==> src/rtl/seq_booth_mult.sv <==
// Sequential signed Booth multiplier: low WIDTH bits of A*B plus an overflow flag.
// Build option SEQ_MULT_RADIX4_EN selects radix-4 (WIDTH/2 iterations) instead of radix-2 (WIDTH iterations).
module seq_booth_mult #(
    parameter int WIDTH = 32
) (
    input  logic             clock,
    input  logic             reset_n,
    input  logic             ctrl_MULT,
    input  logic [WIDTH-1:0] data_operandA,
    input  logic [WIDTH-1:0] data_operandB,
    output logic [WIDTH-1:0] data_result,
    output logic             data_exception,
    output logic             data_resultRDY,
    output logic             busy
);

`ifdef SEQ_MULT_RADIX4_EN
    localparam int HW   = WIDTH + 2;
    localparam int N    = WIDTH / 2;
    localparam int STEP = 2;
`else
    localparam int HW   = WIDTH + 1;
    localparam int N    = WIDTH;
    localparam int STEP = 1;
`endif
    localparam int CW = (N > 1) ? $clog2(N) : 1;
    localparam logic [CW-1:0] LAST = CW'(N - 1);

    localparam logic [0:0] IDLE = 1'b0;
    localparam logic [0:0] RUN  = 1'b1;

    logic [0:0]       state_reg;
    logic [CW-1:0]    cnt_reg;
    logic [HW-1:0]    mcand_reg;
    logic [HW-1:0]    hi_reg;
    logic [WIDTH-1:0] lo_reg;
    logic             guard_reg;

    logic [HW-1:0]    addend;
    logic             cin;
    logic [HW-1:0]    sum;
    logic signed [HW+WIDTH:0] shifted;
    logic [HW-1:0]    hi_next;
    logic [WIDTH-1:0] lo_next;
    logic             guard_next;
    logic [WIDTH:0]   top_bits;
    logic             exc_next;

    // Booth recoding picks the addend; subtraction is ~M with carry-in so it shares the one adder.
    always_comb begin
        addend = '0;
        cin    = 1'b0;
`ifdef SEQ_MULT_RADIX4_EN
        case ({lo_reg[1:0], guard_reg})
            3'b001, 3'b010: addend = mcand_reg;
            3'b011:         addend = mcand_reg << 1;
            3'b100: begin
                addend = ~(mcand_reg << 1);
                cin    = 1'b1;
            end
            3'b101, 3'b110: begin
                addend = ~mcand_reg;
                cin    = 1'b1;
            end
            default: ;
        endcase
`else
        case ({lo_reg[0], guard_reg})
            2'b01: addend = mcand_reg;
            2'b10: begin
                addend = ~mcand_reg;
                cin    = 1'b1;
            end
            default: ;
        endcase
`endif
        sum        = hi_reg + addend + {{(HW-1){1'b0}}, cin};
        shifted    = $signed({sum, lo_reg, guard_reg}) >>> STEP;
        hi_next    = shifted[HW+WIDTH:WIDTH+1];
        lo_next    = shifted[WIDTH:1];
        guard_next = shifted[0];
        // Product fits in WIDTH bits only if bits [2W-1:W-1] are pure sign extension.
        top_bits   = {hi_next[WIDTH-1:0], lo_next[WIDTH-1]};
        exc_next   = !((&top_bits) || !(|top_bits));
    end

    always_ff @(posedge clock or negedge reset_n) begin
        if (!reset_n) begin
            state_reg      <= IDLE;
            cnt_reg        <= '0;
            mcand_reg      <= '0;
            hi_reg         <= '0;
            lo_reg         <= '0;
            guard_reg      <= 1'b0;
            data_result    <= '0;
            data_exception <= 1'b0;
            data_resultRDY <= 1'b0;
        end else begin
            data_resultRDY <= 1'b0;
            case (state_reg)
                IDLE: begin
                    if (ctrl_MULT) begin
                        mcand_reg <= {{(HW-WIDTH){data_operandA[WIDTH-1]}}, data_operandA};
                        hi_reg    <= '0;
                        lo_reg    <= data_operandB;
                        guard_reg <= 1'b0;
                        cnt_reg   <= '0;
                        state_reg <= RUN;
                    end
                end
                default: begin
                    hi_reg    <= hi_next;
                    lo_reg    <= lo_next;
                    guard_reg <= guard_next;
                    cnt_reg   <= cnt_reg + CW'(1);
                    if (cnt_reg == LAST) begin
                        data_result    <= lo_next;
                        data_exception <= exc_next;
                        data_resultRDY <= 1'b1;
                        state_reg      <= IDLE;
                    end
                end
            endcase
        end
    end

    assign busy = (state_reg == RUN);

endmodule

==> config.mk <==
export PLATFORM = sky130hd
export DESIGN_NAME = seq_booth_mult
export DESIGN_NICKNAME = d
export VERILOG_FILES = /design/src/rtl/seq_booth_mult.sv
export SDC_FILE = /design/constraint.sdc
export NUM_CORES = 1
export LEC_CHECK = 0
export ABC_AREA = 0
export CELL_PAD_IN_SITES_DETAIL_PLACEMENT = 0
export CELL_PAD_IN_SITES_GLOBAL_PLACEMENT = 1
export CORE_AREA = 2 2 155 157
export DETAILED_ROUTE_END_ITERATION = 10
export DIE_AREA = 0 0 157 159
export GPL_TIMING_DRIVEN = 1
export HOLD_SLACK_MARGIN = 0.15
export MAX_ROUTING_LAYER = met4
export PLACE_DENSITY_LB_ADDON = 0.12
export SYNTH_ARGS = -nofsm -noshare
export SYNTH_HDL_FRONTEND = slang
export SYNTH_SLANG_ARGS = --single-unit
==> constraint.sdc <==
create_clock -name clock -period 4.3 [get_ports clock]
set_input_delay 0.645 -clock clock [delete_from_list [all_inputs] [get_ports clock]]
set_output_delay 0.645 -clock clock [all_outputs]
set_load 0.03 [all_outputs]
# --- Yosys cells after proc, flatten, opt, wreduce, memory -nomap -nowiden ---
# Cells that the tools add are included.
word_totals:
  register_bits: 138
  output_inout_bits: 35
  mem_count: 0
  latch_bits: 0
  mem_bits_rw: 0
  rom_bits: 0
op_classes:
  shifts: 0
  bitwise: 2
  n_mul: 0
  addsub: 3
  n_lt_le_gt_ge: 0
  reduce_logical: 8
  n_eq_ne: 3
  div: 0
  muxes: 15
ops:
  columns: ["operator", "count"]
  rows:
  - ["2-to-1 mux 33 bit", 2]
  - ["one-hot mux 33 bit (2 select lines)", 1]
  - ["2-to-1 mux 32 bit", 2]
  - ["adder 33 x 1 -> 33 bit", 1]
  - ["adder 33 bit", 1]
  - ["NOT 33 bit", 1]
  - ["AND reduction 33 bit", 1]
  - ["OR reduction 33 bit", 1]
  - ["2-to-1 mux 5 bit", 2]
  - ["2-to-1 mux 1 bit", 8]
  - ["adder 5 x 1 -> 5 bit (second input constant)", 1]
  - ["== test 5 bit (second input constant)", 1]
  - ["AND reduction 2 bit", 2]
  - ["== test 2 x 1 -> 1 bit (second input constant)", 1]
  - ["== test 2 bit (second input constant)", 1]
  - ["zero test 1 bit", 2]
  - ["nonzero test 2 bit", 1]
  - ["logical OR 1 bit", 1]
  - ["NOT 1 bit", 1]

# --- Longest topological paths before layout ---
depth:
  depth_word: 8
  mapped_depth: 17

# --- Least setup slack after synthesis ---
# No wires, ideal clock.
synth_path:
  path_type: "reg2reg"
  from: "reg lo_reg[0]"
  to: "reg data_exception"
  path_stages_with_launch: 17
  arrival_ns: 4.128
  setup_slack_ns: 0.043
  setup_ns: 0.129
  cell_sequence: "dfrtp_1 nor2b_1 clkbuf_1 clkbuf_1 a21oi_1 fa_1 fa_1 and2b_1 o2111ai_2 a211oi_4 nor2_1 xor2_1 or4_1 nor4b_2 nand4_1 o41ai_1 nand2_1"
synth_between:
  elab_chain_cells: 8
  word_cells_on_any_way: 11
  cone_classes: "2 x add/sub; 2 x eq/ne; 2 x mux; 5 x reduce/logical"
synth_lines:
  columns: ["element", "line", "text"]
  rows:
  - ["start: declaration", "36", "logic [WIDTH-1:0] lo_reg;"]
  - ["start signal: assignment", "105", "lo_reg <= data_operandB;"]
  - ["start signal: assignment", "113", "lo_reg <= lo_next;"]
  - ["== test 2 bit or == test 2 x 1 -> 1 bit (tied branches)", "68", "case ({lo_reg[0], guard_reg})"]
  - ["one-hot mux 33 bit (2 select lines)", "68", null]
  - ["adder 33 bit", "77", "sum = hi_reg + addend + {{(HW-1){1'b0}}, cin};"]
  - ["adder 33 x 1 -> 33 bit (*)", "77", null]
  - ["OR reduction 33 bit", "84", "exc_next = !((&top_bits) || !(|top_bits));"]
  - ["zero test 1 bit", "84", null]
  - ["logical OR 1 bit (*)", "84", null]
  - ["zero test 1 bit (*)", "84", null]
  - ["end signal: assignment", "118", "data_exception <= exc_next;"]
  - ["end: declaration", "12", "output logic data_exception,"]
# Every way passes the cells marked *; elsewhere a longest branch is shown, timed or not.
# A chain may end at the register's enable or synchronous reset.

# --- Worst setup path in the final report ---
layout_path:
  from: "reg guard_reg"
  to: "reg data_exception"
layout_between:
  elab_chain_cells: 8
  word_cells_on_any_way: 11
  cone_classes: "2 x add/sub; 2 x eq/ne; 2 x mux; 5 x reduce/logical"
layout_lines:
  columns: ["element", "line", "text"]
  rows:
  - ["start: declaration", "37", "logic guard_reg;"]
  - ["start signal: assignment", "114", "guard_reg <= guard_next;"]
  - ["== test 2 bit or == test 2 x 1 -> 1 bit (tied branches)", "68", null]
  - ["one-hot mux 33 bit (2 select lines)", "68", null]
  - ["adder 33 bit", "77", null]
  - ["adder 33 x 1 -> 33 bit (*)", "77", null]
  - ["OR reduction 33 bit", "84", null]
  - ["zero test 1 bit", "84", null]
  - ["logical OR 1 bit (*)", "84", null]
  - ["zero test 1 bit (*)", "84", null]
# Marked as above.

==> out/results.tsv <==
metric	value	unit
grt_pass1_vias	6778	
clockBufferDepth	2	
worst_slack	0.221	ns
synth_common_cells	dfrtp_1 (137), nand2_1 (104), o21ai_0 (93)	
path_cells	nand2b_4 > nor2_1 > a21oi_1 > fa_2 > fa_1 > and2b_2 > o2111ai_4 > a211oi_4 > nor2_1 > xor2_1 > or4_4 > nor4b_4 > nand4_1 > o41ai_2 > nand2_1	
ant_nets	0	
pwr-share-clk	16.0	%
worstHoldPathType	in -> async	
ios	102	
max_freq	245	MHz
yosys-top-cells-area	dfrtp_1 (42%), mux2_2 (8.8%), o21ai_0 (5.8%)	
syn_area	8070	um^2
utilization	44.0	%
coreArea	23200	um^2
vias	6556	
path_class	reg -> reg	
grt_max_degree	96	
vdd_ir_drop_max	0.295	mV
swShare	45.6	%
clock-sinks	137	
cts_made_buffers	17	
die_x	157	um
slew_headroom	27.7	%
die_y	159	um
crit_family	simple AND/OR/NAND/NOR gates	
ys_warn_count	0	
drtPass1Iterations	5	
dp_hpwl	15500	um
ys_types	71	
vias_per_cell	5.23	
crit_fanout	5	
cp.required	4.61	ns
finalCriticalPeriod	4.08	ns
layout-drive-gt1-share	16.9	%
power_switching	4.27	mW
intPower	5.10	mW
yosys.area.top_type	dfrtp_1	
leakage	4.36	nW
timing.final.crit_share	94.9	%
power.density	919	nW/um^2
gp_congestion	0.896	
h-tree-depth	4	
arrival	4.39	ns
first_iter_violations	334	
netlist_instances	822	
cp_common_cell	nor2_1	
syn_avg_cell_area	9.82	um^2
rows	56	
yosysMostFrequentCell	dfrtp_1	
area_growth	26.4	%
async_flop_share	100	%
drc_errors	0	
hold_ws	0.272	ns
synth-edff-count	0	
nets	1024	
antenna_found_initial	0	
ys_ff_latch	137	
tightest_slew	1.08	ns
clockRootBuffer	clkbuf_16	
pwr-share-comb	59.8	%
end_kind	register	
finalMaxSlewViolations	0	
path_clk_slew	0.07	ns
initial_core_util	34.8	%
antenna_cells	0	
grtUsageTotal	19.2	%
synth_top_area_share	42.5	%
port_buffers	101	
crit_buf_inv	0	
clk_latency	0.44	ns
pre_cts_ws	-0.0194	ns
syn-num-nets	924	
grt_overflow_total	0	
critPathLaunchType	register	
clock_skew	0.0132	ns
cap_violations	0	
setup_viol	0	
dp_cells	1221	
rsz0062_at_grt	false	
hold_viol_final	0	
p_seq_share	24.2	%
drt-total-wl	22200	um
crit_path_max_incr_delay	0.57	ns
post_drt_wl_per_cell	17.7	um
synth.yosys.seq_area_share	42.5	%
stdcell_count	1254	
outcome	finished, final reports clean	
ys.flop_type	dfrtp_1	
tritoncts	yes	
grt_pass1_wl	36900	um
dieArea	25000	um^2
cpMaxStageDelayCell	or4_4	
-- metrics by stage --
| step | area, um^2 | power [mW] | setup TNS (ns) |
|---|---|---|---|
| final | 10200 | 9.37 | 0 |
| after detailed placement | 9500 | 7.76 | -0.0194 |
| after floorplan | 8070 | 6.10 | 0 |
| after CTS | 10100 | 9.34 | 0 |
| after global placement | 9500 | 7.71 | 0 |
| after global routing | 10200 | 10.2 | 0 |
-- repair_timing --
item                       in CTS  in global routing
pin swaps                       0                  3
setup buffers                   0                  1
gates cloned                    0                  0
gates resized for setup         2                 17
setup endpoints to repair       1                  1
hold buffers                    0                  0
-- path summary, 6_finish.rpt --
check / startpoint / endpoint / slack (ns) / cells past startpoint
worst min-delay path: reset_n / mcand_reg[22] / 0.27 / 1
worst max register to register: guard_reg / data_exception / 0.22 / 15
max in group asynchronous: reset_n / data_result[4] / 3.09 / 2
worst max-delay path: guard_reg / data_exception / 0.22 / 15
worst min register to register: hi_reg[15] / hi_reg[15] / 0.49 / 2
min in group clock: hi_reg[15] / hi_reg[15] / 0.49 / 2
-- kinds of logic after synthesis --
logic type / after synthesis / share of synthesized area (%)
xor gates and xnor gates: 19 / 2.06
adders and majority gates: 35 / 5.61
AOI/OAI and AO/OA: 230 / 18.9
buffers and inverters: 57 / 2.84
and+or+nand+nor: 247 / 15.1
muxes: 97 / 13.0
DFF: 137 / 42.5
-- cell usage in the layout, fill, tap and decap left out, types with 8 or more instances in the layout --
cell type        netlist  final
nand3_1               12     12
mux2_2                63     63
nor2b_1               12     10
buf_4                  0     25
a211oi_1              10      9
a21oi_1               30     29
clkbuf_16              0     17
nand4_1               11     11
o21ai_0               93     93
mux2i_1               34     34
o21a_1                 9      9
nand2b_1               9      8
nor2_1                39     38
ha_1                  33     30
a22o_1                24     24
nand2_1              104    103
a21o_1                17     17
xnor2_1               10     10
dfrtp_1              137    135
nor3_1                15     14
xor2_1                 9      9
inv_1                 10     10
clkdlybuf4s50_1        0     99
-- power groups by stage --
stage	Sequential, mW	Clock, mW	Combinational, mW
floorplan	2.34	0	3.77
global placement	2.26	0	5.45
CTS	2.27	1.55	5.52
finish	2.27	1.50	5.60
detailed placement	2.28	0	5.48
global route	2.35	1.61	6.20
-- cell type report --
class	instances	area, um^2
fill	2222	13000
multi-input combinational	628	4500
sequential	137	3430
timing repair buffer	127	1210
clock buffer	17	425
tap	319	399
clock inverter	15	194
inverter	11	41.3
-- routing by layer --
layer | vias to the layer above | share of wire [%] | track usage, %
met4 | 0 | 1.1 | 4.21
li1 | 3214 | - | -
met5 | - | 0 | -
met1 | 3198 | 47 | 25.0
met2 | 127 | 47 | 30.4
met3 | 17 | 4.4 | 4.30
Power figures use the tool's default switching activity.
